===== config.mk =====
export PLATFORM = sky130hd
export DESIGN_NAME = mac_accum
export DESIGN_NICKNAME = d
export VERILOG_FILES = /design/src/rtl/mac_accum.sv
export SDC_FILE = /design/constraint.sdc
export NUM_CORES = 1
export LEC_CHECK = 0
export CAP_MARGIN = 5
export CORE_UTILIZATION = 55
export DETAILED_ROUTE_END_ITERATION = 12
export PLACE_DENSITY = 0.8
export SYNTH_ARGS = -nofsm -noshare
export SYNTH_HDL_FRONTEND = slang
export SYNTH_SLANG_ARGS = --single-unit

===== constraint.sdc =====
create_clock -name clk -period 4.2 [get_ports clk]
set_input_delay 0.63 -clock clk [delete_from_list [all_inputs] [get_ports clk]]
set_output_delay 0.63 -clock clk [all_outputs]
set_load 0.05 [all_outputs]

===== src/rtl/mac_accum.sv =====
// Packet accumulator for the multiplier output stream: sums one in_last-terminated
// packet with saturation and presents sum, beat count and status on a valid/ready port.
module mac_accum #(
    parameter int IN_W      = 16,
    parameter int ACC_W     = 24,
    parameter int MAX_BEATS = 255,
    parameter int CNT_W     = 8
) (
    input  logic             clk,
    input  logic             reset_n,
    input  logic [IN_W-1:0]  in_data,
    input  logic             in_valid,
    input  logic             in_last,
    output logic             in_ready,
    output logic [ACC_W-1:0] out_sum,
    output logic [CNT_W-1:0] out_count,
    output logic             out_ovf,
    output logic             out_trunc,
    output logic             out_valid,
    input  logic             out_ready
);

    typedef enum logic [1:0] {
        IDLE  = 2'd0,
        ACCUM = 2'd1,
        HOLD  = 2'd2
    } state_t;

    localparam logic [CNT_W-1:0] MAX_CNT = CNT_W'(MAX_BEATS);

    state_t           state_reg, state_next;
    logic [ACC_W-1:0] acc_reg, acc_next;
    logic [CNT_W-1:0] cnt_reg, cnt_next;
    logic             ovf_reg, ovf_next;
    logic [ACC_W-1:0] sum_reg, sum_next;
    logic [CNT_W-1:0] count_reg, count_next;
    logic             oovf_reg, oovf_next;
    logic             trunc_reg, trunc_next;
    logic             valid_reg, valid_next;

    logic             in_idle;
    logic             accept;
    logic             at_max;
    logic             term;
    logic             sat;
    logic [ACC_W-1:0] base;
    logic [ACC_W:0]   sum_wide;
    logic [ACC_W-1:0] acc_upd;
    logic [CNT_W-1:0] cnt_upd;
    logic             ovf_upd;

    assign in_idle  = (state_reg == IDLE);
    assign in_ready = (state_reg != HOLD);
    assign accept   = in_valid && in_ready;

    // A packet starts from zero in IDLE, so no explicit clear of acc is needed on handshake.
    assign base     = in_idle ? '0 : acc_reg;
    assign sum_wide = {1'b0, base} + (ACC_W+1)'(in_data);
    assign sat      = sum_wide[ACC_W];

    // Carry out forces every bit high; an already saturated acc re-saturates on any non-zero beat.
    genvar gi;
    generate
        for (gi = 0; gi < ACC_W; gi = gi + 1) begin : g_sat
            assign acc_upd[gi] = sum_wide[gi] | sat;
        end
    endgenerate

    assign cnt_upd = in_idle ? CNT_W'(1) : cnt_reg + 1'b1;
    assign ovf_upd = (in_idle ? 1'b0 : ovf_reg) | sat;
    assign at_max  = (cnt_upd == MAX_CNT);
    assign term    = accept && (in_last || at_max);

    always_comb begin
        state_next = state_reg;
        acc_next   = acc_reg;
        cnt_next   = cnt_reg;
        ovf_next   = ovf_reg;
        sum_next   = sum_reg;
        count_next = count_reg;
        oovf_next  = oovf_reg;
        trunc_next = trunc_reg;
        valid_next = valid_reg;

        case (state_reg)
            IDLE, ACCUM: begin
                if (accept) begin
                    acc_next = acc_upd;
                    cnt_next = cnt_upd;
                    ovf_next = ovf_upd;
                    if (term) begin
                        state_next = HOLD;
                        sum_next   = acc_upd;
                        count_next = cnt_upd;
                        oovf_next  = ovf_upd;
                        trunc_next = at_max && !in_last;
                        valid_next = 1'b1;
                    end else begin
                        state_next = ACCUM;
                    end
                end
            end
            HOLD: begin
                // Result registers are left untouched so they read back after the handshake.
                if (out_ready) begin
                    state_next = IDLE;
                    valid_next = 1'b0;
                end
            end
            default: begin
                state_next = IDLE;
                valid_next = 1'b0;
            end
        endcase
    end

    always_ff @(posedge clk or negedge reset_n) begin
        if (!reset_n) begin
            state_reg <= IDLE;
            acc_reg   <= '0;
            cnt_reg   <= '0;
            ovf_reg   <= 1'b0;
            sum_reg   <= '0;
            count_reg <= '0;
            oovf_reg  <= 1'b0;
            trunc_reg <= 1'b0;
            valid_reg <= 1'b0;
        end else begin
            state_reg <= state_next;
            acc_reg   <= acc_next;
            cnt_reg   <= cnt_next;
            ovf_reg   <= ovf_next;
            sum_reg   <= sum_next;
            count_reg <= count_next;
            oovf_reg  <= oovf_next;
            trunc_reg <= trunc_next;
            valid_reg <= valid_next;
        end
    end

    assign out_sum   = sum_reg;
    assign out_count = count_reg;
    assign out_ovf   = oovf_reg;
    assign out_trunc = trunc_reg;
    assign out_valid = valid_reg;

endmodule


Yosys cells after proc, flatten, opt, wreduce, memory -nomap -nowiden
Cells that the tools add are included.

Bits in registers: 70. Input bits: 21. Output and inout port bits: 36. Logic and storage cells: 65.

Multiplexer cells: 11. Reductions and logical operators: 11. Bitwise operators: 25. Eq/ne operators: 7. Add/sub/neg operators: 2.

Operators by type and width (count): adder 24 x 16 -> 25 bit (1); OR 1 bit (25); two-way mux 24 bit (1); adder 8 x 1 -> 8 bit, second input constant (1); == test 8 bit, second input constant (1); two-way mux 8 bit (1); inequality test 2 bit, second input constant (4); two-way mux 2 bit (3); AND reduction 3 bit (2); two-way mux 1 bit (4); one-hot mux 2 bit (2 select lines) (1); AND reduction 2 bit (2); logical AND 1 bit (3); == test 2 x 1 -> 1 bit, second input constant (1); == test 2 bit, second input constant (1); logical NOT 2 bit (1); one-hot mux 1 bit (2 select lines) (1); OR reduction 2 bit (1); logical NOT 1 bit (1); logical OR 1 bit (1).

Longest topological paths before layout
Gate-level depths: netlist of run 1.

Depth after elaboration: 8. Gate-level depth with buffers: 18. Mapped depth without buffers: 12.

Worst setup path after synthesis of run 1
Ideal clock, no wire load.

Path kind: reg-to-reg. From: register state_reg[0]. To: register acc_reg[17]. Path slack: 869 ps. Arrival time: 3248 ps. Required time: 4118 ps. Stages on the path, launching flop included: 14. Clock period less this slack: 3331 ps. Path through: dfrtp_1 buf_4 or2_2 buf_2 clkbuf_1 clkbuf_1 and2_1 ha_1 nand2_1 or4_1 o211ai_2 a41oi_1 o31a_1 o22ai_1.

Word-level cells in the longest chain between the ends: 4.

RTL lines: from (decl) (line 31) `state_t state_reg, state_next;`; from (signal assigned) (line 129) `state_reg <= state_next;`; logical NOT 2 bit (line 52, 85); two-way mux 24 bit (line 57) `assign base = in_idle ? '0 : acc_reg;`; adder 24 x 16 -> 25 bit (line 58) `assign sum_wide = {1'b0, base} + (ACC_W+1)'(in_data);`; OR 1 bit (line 65) `assign acc_upd[gi] = sum_wide[gi] | sat;`; to (signal assigned) (line 130) `acc_reg <= acc_next;`; to (decl) (line 32) `logic [ACC_W-1:0] acc_reg, acc_next;`.

Parallel ways exist; a longest one is shown, timed or not. A chain may end at the register's enable or synchronous reset.

Worst setup path after layout of run 1
From: register state_reg[0]. To: register sum_reg[4], in the netlist out_sum[4].

Word-level cells in the longest chain between the ends: 6.

RTL lines: branches (longest 6 deep; another with adder 24 x 16 -> 25 bit); to (signal assigned) (line 133) `sum_reg <= sum_next;`; to (decl) (line 35) `logic [ACC_W-1:0] sum_reg, sum_next;`.

Parallel ways; which one is timed is not known.

==> results.md, run 1 <==
* Worst path bufs/invs at 1
* Post-Route Utilization at 67.0%
* Clock skew at 7.09 ps
* Total wire length at 9.70 mm
* Syn Nets at 517
* H-tree depth at 3
* Placed cell count at 615
* PortBufs at 56
* Net Switching at 1.25 mW
* Post-Syn Area at 4110 um^2
* Row count at 31
* Clk network pwr share at 17.5%
* Commonest non-fill, non-tap cells in the layout: nand2_1 (86), dfrtp_1 (70), clkdlybuf4s50_1 (55)
* Reg area at 1750 um^2
* Syn-to-layout area delta at 18.3%
* Remaining Overflow, GRT at 0
* Most frequent CP cell: and2_1
* Hold_buf cts at 0
* Comb power frac at 47.7%
* Initial antenna violation count at 0
* Finished Layout Cells at 630
* Die height at 88.4 um
* Tcrit/Tclk final at 88.0%
* Max VDD drop at 281 uV
* Worst-path cell chain: or2_2 -> and2_1 -> ha_1 -> inv_1 -> fa_1 -> nand2b_1 -> a21oi_1 -> o211ai_1 -> nand2_1 -> and2_1 -> nor2_1 -> o21ai_0
* First-pass GRT wire length at 16.1 mm
* Drt drc at 2
* Synth Area per Inst at 8.60 um^2
* CP Depth at 12
* Critical path endpoint category: register
* Worst-case headroom to the max-slew limit at 31.3%
* Yosys cell types at 55
* Crit-path leading delay family: simple AND/OR/NAND/NOR gates
* Clock sink count at 70
* Flop-to-flop setup slack at 500 ps
* Reg2reg end: out_sum[4]$_DFFE_PN0P_
* WS Path Type: register to register
* FMAX at 271 MHz
* Fraction of layout cells with a size suffix above 1 at 5.46%
* Ys async rst share at 100%
* Fillers at 624
* PD cells at 577 nW/um^2
* Worst setup SP type: register
* Dpl ws at 473 ps
* CTS tree: yes
* Post-layout minimum cycle time at 3700 ps
* Sum Neg Setup Slack at 0 ps
* Final Cell Area at 4860 um^2
* DR WL/cell at 15.4 um
* Total core area at 7250 um^2
* Seq/Total Area, Yosys at 42.6%
* N_diodes at 0
* Max-cap viol count at 0
* Max clock buf depth at 2
* Post-cts sizing count at 0
* Vias in the first global route at 3397
* Setup Buffers After CTS at 0
* Largest net degree at the start of global routing at 44
* Final setup viols at 0
* Worst path max stage delay at 640 ps
* Commonest non-fill, non-tap cell in the layout: nand2_1
* Post-Syn Instances at 478
* Arrival @ worst endpoint at 3970 ps
* Initial DRC Count at 197
* Reg2reg path depth at 12
* Worst r2r src: state_reg[0]$_DFFE_PN0P_
* Sequential power share at 34.9%
* Vias/cell at 5.79
* Worst-skew pair later-pin latency at 360 ps
* Hpwl dp at 6.88 mm
* Fin Hold WS at 418 ps
* Slack of the critical path at 504 ps
* RSZ-0062 raised after global routing: no
* Total power at 2.80 mW
* I/O pin count at 57
* 1st-pass router iterations at 9
* Initial core utilization at 56.7%
* # nets final at 566
* Lkg Pwr at 2.13 nW
* EDFF count, synth at 0
* Worst hold-check path type: input port to asynchronous set/reset pin
* Failing checks: DRC
* Crit-path max FO at 24
* Internal Power at 1.56 mW
* Area after DPL at 4700 um^2
* GP Congestion at 0.901
* Pin slew with the least headroom to its limit at 1030 ps
* Synth Warn # at 0
* Fin. max-slew vios at 0
* Die span in x at 88.4 um
* Most used DFF post-synth: dfrtp_1
* Vias at 3650
* Req. time, crit path at 4470 ps
* Slowest cell on crit path: and2_1
* Final Hold Vio Count at 0
* Area of the multi-input gates at 2200 um^2
* Worst-path clk slew at 80 ps
* Root Driver: clkbuf_8
* Outcome: complete, but fails checks
* Die area at 7820 um^2
* Sw frac at 44.4%
* Num CTS Buffers at 9
* Total track usage at 27.2%
* Seq cells post-synth at 70
* ANT nets after route at 0
routing by layer:
layer	track usage, %	part of all wire (%)	vias to the layer above
met5	0	0	-
met4	12.9	2.7	0
met3	4.38	5.4	25
met2	45.8	48	143
met1	34.3	44	1704
li1	-	-	1778
synthesized netlist by cell type (2+ instances only):
master	count	share of area [%]
dfrtp_1	70	43
o22ai_1	2	0.30
nor2_1	42	3.8
xnor2_1	10	2.1
a21o_1	4	0.73
nand2b_1	6	0.91
and2_1	18	2.7
o22a_1	5	1.1
o211ai_1	6	1.1
buf_4	3	0.55
o31ai_1	8	1.5
o21a_1	2	0.37
xor2_1	11	2.3
buf_6	2	0.55
a21oi_1	37	4.5
and3_1	3	0.46
nand3_1	13	1.6
a41oi_1	2	0.43
buf_2	5	0.61
o21ai_0	53	6.5
clkbuf_1	11	1.0
a31oi_1	6	0.91
or4_1	2	0.37
mux2i_1	2	0.49
ha_1	17	5.2
nand4_1	5	0.76
nand2_1	86	7.9
nor3_1	4	0.49
o21ai_1	8	0.97
inv_1	8	0.73
o21bai_1	3	0.55
worst max-delay path by stage:
stage | from | endpoint | slack, ps
floorplan | state_reg[0]$_DFFE_PN0P_ | acc_reg[17]$_DFFE_PN0P_ | 870
global placement | state_reg[0]$_DFFE_PN0P_ | out_sum[21]$_DFFE_PN0P_ | 640
detailed placement | in_data[0] | out_sum[4]$_DFFE_PN0P_ | 470
CTS | state_reg[0]$_DFFE_PN0P_ | out_sum[4]$_DFFE_PN0P_ | 470
global route | state_reg[0]$_DFFE_PN0P_ | out_sum[4]$_DFFE_PN0P_ | 170
finish | state_reg[0]$_DFFE_PN0P_ | out_sum[4]$_DFFE_PN0P_ | 500
logic make-up (layout without fill, tap and decap cells):
kind of cell / after synthesis / count (layout) / synth area share (%)
AO/OA/AOI/OAI: 146 / 146 / 21.6
XOR/XNOR: 22 / 22 / 4.87
adder cells (fa/ha/maj): 18 / 18 / 5.66
buffers and inverters: 31 / 84 / 3.90
flip-flops: 70 / 70 / 42.6
multiplexers: 2 / 2 / 0.487
AND/OR/NAND/NOR: 189 / 189 / 20.9
power by group through the flow:
stage | Combinational, mW | Sequential [mW] | Clock [mW]
global route | 1.46 | 1.01 | 0.516
detailed placement | 1.33 | 0.990 | 0
finish | 1.34 | 0.977 | 0.490
floorplan | 0.614 | 1.31 | 0
global placement | 1.31 | 0.983 | 0
CTS | 1.34 | 0.978 | 0.488
final cells by class:
cell class	instances	share of cell area, %
Timing Repair Buffer	61	12.2
Clock inverter	4	0.489
Clock buffer	11	2.91
Inverter	8	0.618
Sequential cell	70	36.0
Multi-Input combinational cell	377	45.2
Tap cell	99	2.55
Note: power is estimated with default switching activity, not from simulation.
==> run 2, diff against run 1 <==
CORE_MARGIN = 4   (was not set)
==> run 2 against run 1 <==
First-iteration DRC count up 2.0%. Critical path depth unchanged. The flow now finishes without violations. Utilization up 0.33 points. Clock-buffer cell count unchanged.
==> results.md, run 2 (synthesis results as in run 1) <==
* Worst path max stage delay at 650 ps (was 640 ps)
* Critical path endpoint category: register (unchanged)
* Vias in the first global route at 3654 (was 3397)
* Final setup viols at 0 (unchanged)
* Post-Route Utilization at 67.4% (was 67.0%)
* Arrival @ worst endpoint at 3940 ps (was 3970 ps)
* Root Driver: clkbuf_8 (unchanged)
* I/O pin count at 57 (unchanged)
* Crit-path max FO at 21 (was 24)
* Die area at 8920 um^2 (was 7820 um^2)
* Hold_buf cts at 0 (unchanged)
* Max VDD drop at 245 uV (was 281 uV)
* Initial DRC Count at 201 (was 197)
* RSZ-0062 raised after global routing: no (unchanged)
* Worst-case headroom to the max-slew limit at 33.9% (was 31.3%)
* Remaining Overflow, GRT at 0 (unchanged)
* Worst hold-check path type: input port to asynchronous set/reset pin (unchanged)
* Total power at 2.87 mW (was 2.80 mW)
* Initial core utilization at 56.7% (unchanged)
* Most frequent CP cell: and2_1 (unchanged)
* Outcome: finished, final reports clean (was complete, but fails checks)
* Worst-path cell chain: or2_2 -> and2_1 -> ha_1 -> inv_1 -> fa_1 -> nand2b_1 -> a21oi_1 -> o211ai_1 -> nand2_1 -> and2_1 -> nor2_1 -> o21ai_0 (unchanged)
* DR WL/cell at 15.9 um (was 15.4 um)
* ANT nets after route at 0 (unchanged)
* Total core area at 7250 um^2 (unchanged)
* Vias/cell at 5.90 (was 5.79)
* Vias at 3715 (was 3650)
* FMAX at 272 MHz (was 271 MHz)
* PD cells at 587 nW/um^2 (was 577 nW/um^2)
* H-tree depth at 3 (unchanged)
* Final Hold Vio Count at 0 (unchanged)
* Initial antenna violation count at 0 (unchanged)
* Row count at 31 (unchanged)
* Tcrit/Tclk final at 87.5% (was 88.0%)
* Req. time, crit path at 4460 ps (was 4470 ps)
* Post-cts sizing count at 0 (unchanged)
* N_diodes at 0 (unchanged)
* Max clock buf depth at 2 (unchanged)
* Lkg Pwr at 2.13 nW (about the same)
* Pin slew with the least headroom to its limit at 988 ps (was 1030 ps)
* Largest net degree at the start of global routing at 44 (unchanged)
* Worst setup SP type: register (unchanged)
* Hpwl dp at 7.25 mm (was 6.88 mm)
* Die span in x at 94.4 um (was 88.4 um)
* # nets final at 566 (unchanged)
* WS Path Type: register to register (unchanged)
* Sequential power share at 34.2% (was 34.9%)
* Net Switching at 1.25 mW (about the same)
* Clk network pwr share at 18.9% (was 17.5%)
* Total wire length at 9.99 mm (was 9.70 mm)
* Sum Neg Setup Slack at 0 ps (unchanged)
* Slowest cell on crit path: and2_1 (unchanged)
* Die height at 94.4 um (was 88.4 um)
* Crit-path leading delay family: simple AND/OR/NAND/NOR gates (unchanged)
* Sw frac at 43.6% (was 44.4%)
* Worst-path clk slew at 70 ps (was 80 ps)
* Worst path bufs/invs at 1 (unchanged)
* Commonest non-fill, non-tap cells in the layout: nand2_1 (86), dfrtp_1 (70), clkdlybuf4s50_1 (55) (unchanged)
* Comb power frac at 46.9% (was 47.7%)
* Post-layout minimum cycle time at 3680 ps (was 3700 ps)
* GP Congestion at 0.909 (was 0.901)
* Fin. max-slew vios at 0 (unchanged)
* 1st-pass router iterations at 4 (was 9)
* Clock skew at 7.55 ps (was 7.09 ps)
* Max-cap viol count at 0 (unchanged)
* Syn-to-layout area delta at 18.9% (was 18.3%)
* Internal Power at 1.62 mW (was 1.56 mW)
* Worst-skew pair later-pin latency at 350 ps (was 360 ps)
* First-pass GRT wire length at 17.0 mm (was 16.1 mm)
* PortBufs at 56 (unchanged)
* Drt drc at 0 (was 2)
* Clock sink count at 70 (unchanged)
* Num CTS Buffers at 9 (unchanged)
* CTS tree: yes (unchanged)
* Setup Buffers After CTS at 0 (unchanged)
* Fraction of layout cells with a size suffix above 1 at 5.46% (unchanged)
* Commonest non-fill, non-tap cell in the layout: nand2_1 (unchanged)
* Total track usage at 24.1% (was 27.2%)
[run 2: cell count changes in the layout (fill, tap and decap cells not counted)]
cell / delta
bufinv_16: +1
clkinv_2: -1
clkinv_4: -1
clkinvlp_4: +1
[run 2: per-layer routing]
layer | vias up | global-route usage (%) | wire length [um]
met3 | 34 | 3.82 | 526
li1 | 1776 | - | -
met5 | - | 0 | 0
met4 | 0 | 11.2 | 287
met1 | 1766 | 30.3 | 4280
met2 | 139 | 40.6 | 4890
[run 2: final cells by class]
type,count,area [um^2]
timing repair buffer,61,593
multi-input combinational,377,2200
clock buffer,11,141
fill,597,2370
tap,99,124
inverter,8,30.0
clock inverter,4,47.5
sequential,70,1750
[run 2: final timing paths]
| check | startpoint | to | slack (ps) | depth (start not counted) |
|---|---|---|---|---|
| min | reset_n | out_sum[10]$_DFFE_PN0P_ | 440 | 1 |
| min in group clk | acc_reg[7]$_DFFE_PN0P_ | acc_reg[7]$_DFFE_PN0P_ | 480 | 2 |
| max reg2reg | state_reg[1]$_DFFE_PN0P_ | acc_reg[5]$_DFFE_PN0P_ | 520 | 12 |
| max in group asynchronous | reset_n | out_ovf$_DFFE_PN0P_ | 2830 | 2 |
| min reg2reg | acc_reg[7]$_DFFE_PN0P_ | acc_reg[7]$_DFFE_PN0P_ | 480 | 2 |
| max | state_reg[1]$_DFFE_PN0P_ | acc_reg[5]$_DFFE_PN0P_ | 520 | 12 |
[run 2: through the flow]
| step | hold WS [ps] | instance area (um^2) | cells | setup slack (ps) |
|---|---|---|---|---|
| finish | 439 | 4890 | 630 | 524 |
| global route | 499 | 4890 | 630 | 140 |
| CTS | 465 | 4890 | 630 | 532 |
| detailed placement | 463 | 4700 | 615 | 510 |
| global placement | 452 | 4700 | 615 | 625 |
| floorplan | 334 | 4110 | 478 | 869 |
[run 2: power by group through the flow]
stage	Combinational [mW]	Clock, mW	Sequential [mW]
after floorplan	0.614	0	1.31
after global placement	1.32	0	0.982
after detailed placement	1.35	0	0.993
after CTS	1.35	0.554	0.981
after global routing	1.48	0.579	1.00
final	1.35	0.542	0.982
